<file path="src/rtl/output_frame_packer_pkg.sv">
// Shared types and frame-geometry helpers for output_frame_packer.
// FRAME_CHECKSUM_EN adds a trailing XOR checksum word to each frame.
package frame_pkg;

   typedef enum logic {IDLE, SEND} frame_state_t;

   function automatic int frame_len(input int num_ch);
`ifdef FRAME_CHECKSUM_EN
      return num_ch + 2;
`else
      return num_ch + 1;
`endif
   endfunction

   function automatic int idx_w(input int num_ch);
      return $clog2(num_ch + 2);
   endfunction

endpackage

</file>
<file path="src/rtl/output_frame_packer_if.sv">
// Valid/ready stream bundle from the frame packer toward the DMA/host link.
interface output_frame_packer_if #(
   parameter int DATA_W = 32
);
   logic [DATA_W-1:0] data;
   logic              valid;
   logic              ready;
   logic              last;

   modport master (output data, valid, last, input ready);
   modport slave  (input data, valid, last, output ready);
endinterface

</file>
<file path="src/rtl/output_frame_packer_sat_counter.sv">
// Saturating up-counter: holds at all-ones instead of wrapping.
module sat_counter #(
   parameter int W = 32
) (
   input  logic         clk,
   input  logic         rst_ni,
   input  logic         inc_i,
   output logic [W-1:0] cnt_o
);

   always_ff @(posedge clk or negedge rst_ni) begin
      if (!rst_ni) begin
         cnt_o <= '0;
      end else if (inc_i && !(&cnt_o)) begin
         cnt_o <= cnt_o + W'(1);
      end
   end

endmodule

</file>
<file path="src/rtl/output_frame_packer.sv">
// Snapshots NUM_CH channels and streams header, channels (and optional
// checksum when FRAME_CHECKSUM_EN is defined) as one valid/ready burst.
module output_frame_packer
   import frame_pkg::*;
#(
   parameter int NUM_CH = 8,
   parameter int DATA_W = 32,
   parameter int CNT_W  = 32
) (
   input  logic                     clk,
   input  logic                     rst_ni,
   input  logic [NUM_CH*DATA_W-1:0] ch_i,
   input  logic                     sample_valid_i,
   output_frame_packer_if.master    m,
   output logic                     busy_o,
   output logic [CNT_W-1:0]         frame_cnt_o,
   output logic [CNT_W-1:0]         drop_cnt_o
);

   localparam int IDX_W = idx_w(NUM_CH);
   localparam logic [IDX_W-1:0] LAST = IDX_W'(frame_len(NUM_CH) - 1);

   frame_state_t      state_q, state_d;
   logic [IDX_W-1:0]  idx_q;
   logic [DATA_W-1:0] data_q;
   logic [DATA_W-1:0] sh_q [NUM_CH];
   logic [DATA_W-1:0] nxt_word;
   logic [DATA_W-1:0] hdr;
   logic              hs, at_last, fin;
   logic              accept, drop, advance;

   assign hdr = DATA_W'(frame_cnt_o);

`ifdef FRAME_CHECKSUM_EN
   logic [DATA_W-1:0] csum_q;
   logic [DATA_W-1:0] csum_d;

   always_comb begin
      csum_d = hdr;
      for (int k = 0; k < NUM_CH; k++) begin
         csum_d = csum_d ^ ch_i[k*DATA_W +: DATA_W];
      end
   end
`endif

   always_comb begin
      hs      = m.valid & m.ready;
      at_last = (idx_q == LAST);
      fin     = (state_q == SEND) && hs && at_last;
      accept  = sample_valid_i && ((state_q == IDLE) || fin);
      drop    = sample_valid_i && (state_q == SEND) && !fin;
      advance = hs && !at_last;
      state_d = state_q;
      unique case (state_q)
         IDLE: if (accept) state_d = SEND;
         SEND: if (fin && !accept) state_d = IDLE;
         default: state_d = IDLE;
      endcase
   end

   // Word following idx_q: channel idx_q, or the checksum after the last channel.
   always_comb begin
`ifdef FRAME_CHECKSUM_EN
      nxt_word = csum_q;
`else
      nxt_word = '0;
`endif
      for (int k = 0; k < NUM_CH; k++) begin
         if (idx_q == IDX_W'(k)) nxt_word = sh_q[k];
      end
   end

   always_ff @(posedge clk or negedge rst_ni) begin
      if (!rst_ni) begin
         state_q     <= IDLE;
         idx_q       <= '0;
         data_q      <= '0;
         frame_cnt_o <= '0;
         for (int k = 0; k < NUM_CH; k++) sh_q[k] <= '0;
`ifdef FRAME_CHECKSUM_EN
         csum_q      <= '0;
`endif
      end else begin
         state_q <= state_d;
         if (accept) begin
            for (int k = 0; k < NUM_CH; k++) begin
               sh_q[k] <= ch_i[k*DATA_W +: DATA_W];
            end
`ifdef FRAME_CHECKSUM_EN
            csum_q      <= csum_d;
`endif
            data_q      <= hdr;
            idx_q       <= '0;
            frame_cnt_o <= frame_cnt_o + CNT_W'(1);
         end else if (advance) begin
            idx_q  <= idx_q + IDX_W'(1);
            data_q <= nxt_word;
         end
      end
   end

   assign m.valid = (state_q == SEND);
   assign m.last  = m.valid && at_last;
   assign m.data  = data_q;
   assign busy_o  = m.valid;

   sat_counter #(.W(CNT_W)) u_drop (
      .clk    (clk),
      .rst_ni (rst_ni),
      .inc_i  (drop),
      .cnt_o  (drop_cnt_o)
   );

endmodule
</file>
<file path="src/flat_wrapper.sv">
// flat-port wrapper written by rule: the top's interface ports become plain ports
module output_frame_packer_flat import frame_pkg::*;
#(
   parameter int NUM_CH = 8,
   parameter int DATA_W = 32,
   parameter int CNT_W  = 32
)
  (clk, rst_ni, ch_i, sample_valid_i, busy_o, frame_cnt_o, drop_cnt_o, m_data, m_valid, m_last, m_ready);
  output_frame_packer_if #(.DATA_W(DATA_W)) m_i ();
  input  logic clk;
  input  logic rst_ni;
  input  logic [NUM_CH*DATA_W-1:0] ch_i;
  input  logic sample_valid_i;
  output logic busy_o;
  output logic [CNT_W-1:0] frame_cnt_o;
  output logic [CNT_W-1:0] drop_cnt_o;
  output wire logic [$bits(m_i.data)-1:0] m_data;
  output wire logic [$bits(m_i.valid)-1:0] m_valid;
  output wire logic [$bits(m_i.last)-1:0] m_last;
  input wire logic [$bits(m_i.ready)-1:0] m_ready;
  assign m_data = m_i.data;
  assign m_valid = m_i.valid;
  assign m_last = m_i.last;
  assign m_i.ready = m_ready;
  output_frame_packer #(.NUM_CH(NUM_CH), .DATA_W(DATA_W), .CNT_W(CNT_W)) u_core (.clk(clk), .rst_ni(rst_ni), .ch_i(ch_i), .sample_valid_i(sample_valid_i), .m(m_i), .busy_o(busy_o), .frame_cnt_o(frame_cnt_o), .drop_cnt_o(drop_cnt_o));
endmodule
</file>
<file path="config.mk">
export PLATFORM = sky130hd
export DESIGN_NAME = output_frame_packer_flat
export DESIGN_NICKNAME = d
export VERILOG_FILES = /design/src/rtl/output_frame_packer_pkg.sv /design/src/rtl/output_frame_packer_if.sv /design/src/rtl/output_frame_packer_sat_counter.sv /design/src/rtl/output_frame_packer.sv /design/src/flat_wrapper.sv
export SDC_FILE = /design/constraint.sdc
export NUM_CORES = 1
export LEC_CHECK = 0
export ABC_AREA = 1
export BUFFER_PORTS_ARGS = -buffer_cell sky130_fd_sc_hd__buf_2
export CAP_MARGIN = 0
export CORE_MARGIN = 1.5
export CORE_UTILIZATION = 60
export CTS_CLUSTER_SIZE = 16
export DETAILED_ROUTE_END_ITERATION = 16
export HOLD_SLACK_MARGIN = 0.15
export PLACE_DENSITY = 0.86
export SLEW_MARGIN = 0
export SYNTH_ARGS = -nofsm -noshare
export SYNTH_HDL_FRONTEND = slang
export SYNTH_SLANG_ARGS = --single-unit
</file>
<file path="constraint.sdc">
create_clock -name clk -period 5.1 [get_ports clk]
set_input_delay 0 -clock clk [delete_from_list [all_inputs] [get_ports clk]]
set_output_delay 0 -clock clk [all_outputs]
set_load 0.02 [all_outputs]
</file>
==> impl_results.md <==
- CP bufs+invs: 4
- Synthesized netlist cell count: 2362
- Fillers: 1791
- Drt pass-1 iters: 7
- Final nets: 3186
- Crit path required time: 5.54 ns
- Crit path cell chain: inv_1, ha_1, inv_1, nor2_2, buf_4, inv_1, nand4_1, nand2_1, nand2_1, nand2_1, nand2_1
- Post-DP HPWL: 40.1 mm
- Library cells used by synthesis: 33
- Worst path max stage delay: 0.92 ns
- Crit-path most repeated cell: nand2_1
- Commonest non-fill, non-tap cell in the layout: nand2_1
- Critical Path Start: u_core.idx_q[1]
- Largest area contributor in the netlist: dfrtp_1
- Post-synth ARST share: 100%
- Critical path's slowest cell: inv_1
- CP top delay family: buffers and inverters
- Routed vias/inst: 5.86
- Number of global-route vias before repair: 19.4k
- Commonest non-fill, non-tap cells in the layout: nand2_1 (1018), buf_2 (357), dfrtp_1 (357), dlygate4sd3_1 (260), inv_1 (230)
- Setup crit end kind: flop
- Drt total wl: 68.8 mm
- Area Growth Syn to Fin: 33.9%
- DRT antenna net count: 0
- Routability congestion estimate: 1.08
- Leakage: 12.3 nW
- Skew-Pair Late Insertion Delay: 0.55 ns
- Clock buffer count from CTS: 38
- GRT Total Usage: 45.4%
- Clk buf depth: 3
- Placed Cells: 3003
- Synth Register Bits: 357
- Slew Limit Headroom: 8.42%
- CP Class: flop to flop
- First-pass GRT wire length: 106 mm
- Worst flop-to-flop path startpoint: u_core.idx_q[1]
- Core ar.: 28800 sq um
- Die height: 174 um
- Final period utilization: 70.6%
- Fin cells: 3334
- Number of DRC markers in iteration 0: 2699
- FP Rows: 62
- Fmax: 278 MHz
- Die Wd: 174 um
- WP data arrival: 4.04 ns
- Status: completed
- Setup-failing EPs final: 0
- Via count: 19.5k
- Grt total ovfl: 0
- Startpoint Class: flop
- Sink Count: 357
- Setup WS pre-CTS: 1.75 ns
- Setup WS post-layout: 1.50 ns
- Avg WL per Cell: 20.6 um
- Final Max Tran Viols: 0
- Clock skew: 0.0269 ns
- Synth Flop Type: dfrtp_1
- Clock transition at the registers of the reported paths: 0.07 ns
- Post-synth EDFFs: 0
- Die area: 30400 sq um
- IO Port Bufs: 358
- Syn_nets: 2628
- Tmin final: 3.60 ns
- Sequential Area: 8930 sq um
- CP Max Fanout: 33
- # DRC: 0
- Total I/O pin count: 359
- Hold Fails Final Rpt: 0
- CTS tree: done
- Max-cap viol count: 0
- Average cell area after synthesis: 7.46 sq um
- Post-CTS Resized: 0
- H-tree depth: 2
- Post-synthesis sequential area ratio: 50.7%
- HP Class: input port to asynchronous set/reset pin
- Synth Cell Area: 17600 sq um
- Slew @ Worst Pin: 1.37 ns
- Worst vdd ir: 0.000324 V
- Maximum number of pins on one net before global-route repair: 183
- Power per cell area: 533 nW/um^2
- Initial antenna violation count: 3
- Post-CTS Setup Inserts: 0
- Fraction of layout cells with a size suffix above 1: 15.5%
- Area of the multi-input gates: 7290 sq um
- Unrepaired setup endpoints after global routing: false
- YS warnings: 0
- Synth area leaders: dfrtp_1 (51%), nand2_1 (22%), o21ai_0 (5.2%)
- Setup_tns: 0 ns
- Initial core utilization: 61.2%
- Post-synth top area share: 50.7%
- Root buffer cell: clkbuf_16
==> cell type report <==
class / count / area share (%)
well taps: 384 / 2.04
clock buffers: 53 / 4.66
repair buffers: 635 / 19.4
diodes: 3 / 0.0318
inverters: 238 / 3.82
flip-flops and latches: 357 / 37.9
multi-input cells: 1650 / 30.9
clock inverters: 14 / 1.25
==> worst reg2reg max path: stages, from the launching register on <==
cell and delay (ns):
dfrtp_1 0.37, inv_1 0.10, ha_1 0.22, inv_1 0.87, nor2_2 0.07, buf_4 0.30
inv_1 0.93, nand4_1 0.20, nand2_1 0.25, nand2_1 0.08, nand2_1 0.07, nand2_1 0.05
==> per-layer routing <==
| layer | global-route usage, % | up-vias | part of all wire [%] |
|---|---|---|---|
| met5 | 0 | - | 0 |
| met4 | 32.4 | 0 | 8.5 |
| met2 | 72.9 | 1576 | 46 |
| met3 | 8.55 | 415 | 11 |
| met1 | 55.2 | 9087 | 35 |
| li1 | - | 8444 | - |
==> final timing paths <==
check / to / depth (start not counted) / slack, ns
max in group asynchronous: u_core.m.data[1] / 3 / 4.15
min reg2reg: u_core.sh_q[13] / 2 / 0.48
min in group clk: u_core.sh_q[19] / 4 / 0.20
min: u_core.u_drop.cnt_o[6] / 3 / 0.13
max reg2reg: u_core.m.data[23] / 11 / 1.50
max: u_core.m.data[23] / 11 / 1.50
==> flip-flops by register name, indices dropped and copies added, names as in the netlist <==
register / cells
u_core.busy_o: 1
u_core.m.data: 32
u_core.u_drop.cnt_o: 32
u_core.sh_q: 256
u_core.frame_cnt_o: 32
u_core.idx_q: 4
==> Yosys cell counts (2+ instances only) <==
library cell / instances
a21oi_1: 38
a22o_1: 2
a32o_1: 4
buf_1: 4
buf_2: 63
buf_4: 3
clkbuf_1: 47
clkinv_1: 4
dfrtp_1: 357
ha_1: 6
inv_1: 230
inv_2: 4
nand2_1: 1018
nand3_1: 119
nand3_2: 2
nand4_1: 47
nor2_1: 118
nor2_2: 3
nor3_1: 36
nor3_2: 2
nor3b_1: 2
nor4_1: 3
o21ai_0: 183
o21ai_1: 2
xnor2_1: 8
xor2_1: 50
==> report_power, final <==
part           total, mW  switching [mW]  internal [mW]  leakage, nW
logic               4.55            3.09           1.46         7.21
clock network       3.12            1.21           1.92        0.678
registers           4.89           0.851           4.04         4.44
==> cell families (layout without fill, tap and decap cells) <==
logic type | count (synthesis) | in the layout | share of synthesized area (%)
AND/OR/NAND/NOR | 1355 | 1355 | 31.1
flip-flops | 357 | 357 | 50.7
AO/OA/AOI/OAI | 231 | 231 | 6.82
other | 0 | 3 | 0
buffers and inverters | 355 | 940 | 8.07
adder cells (fa/ha/maj) | 6 | 6 | 0.426
XOR/XNOR | 58 | 58 | 2.88
==> repair_timing <==
action	in CTS	in global routing
endpoints found under the hold margin	443	0
endpoints found under the setup margin	0	0
hold buffers	261	0
==> stage by stage <==
step	power, mW	util (%)	hold WS [ns]	instance area (sq um)
finish	12.6	82.0	0.125	23600
global route	13.2	82.0	0.185	23600
CTS	12.2	82.0	0.176	23600
detailed placement	8.89	68.0	0.0514	19600
global placement	8.75	68.0	0.0505	19600
floorplan	7.42	-	-0.296	17600
Note: power is estimated with default switching activity, not from simulation.
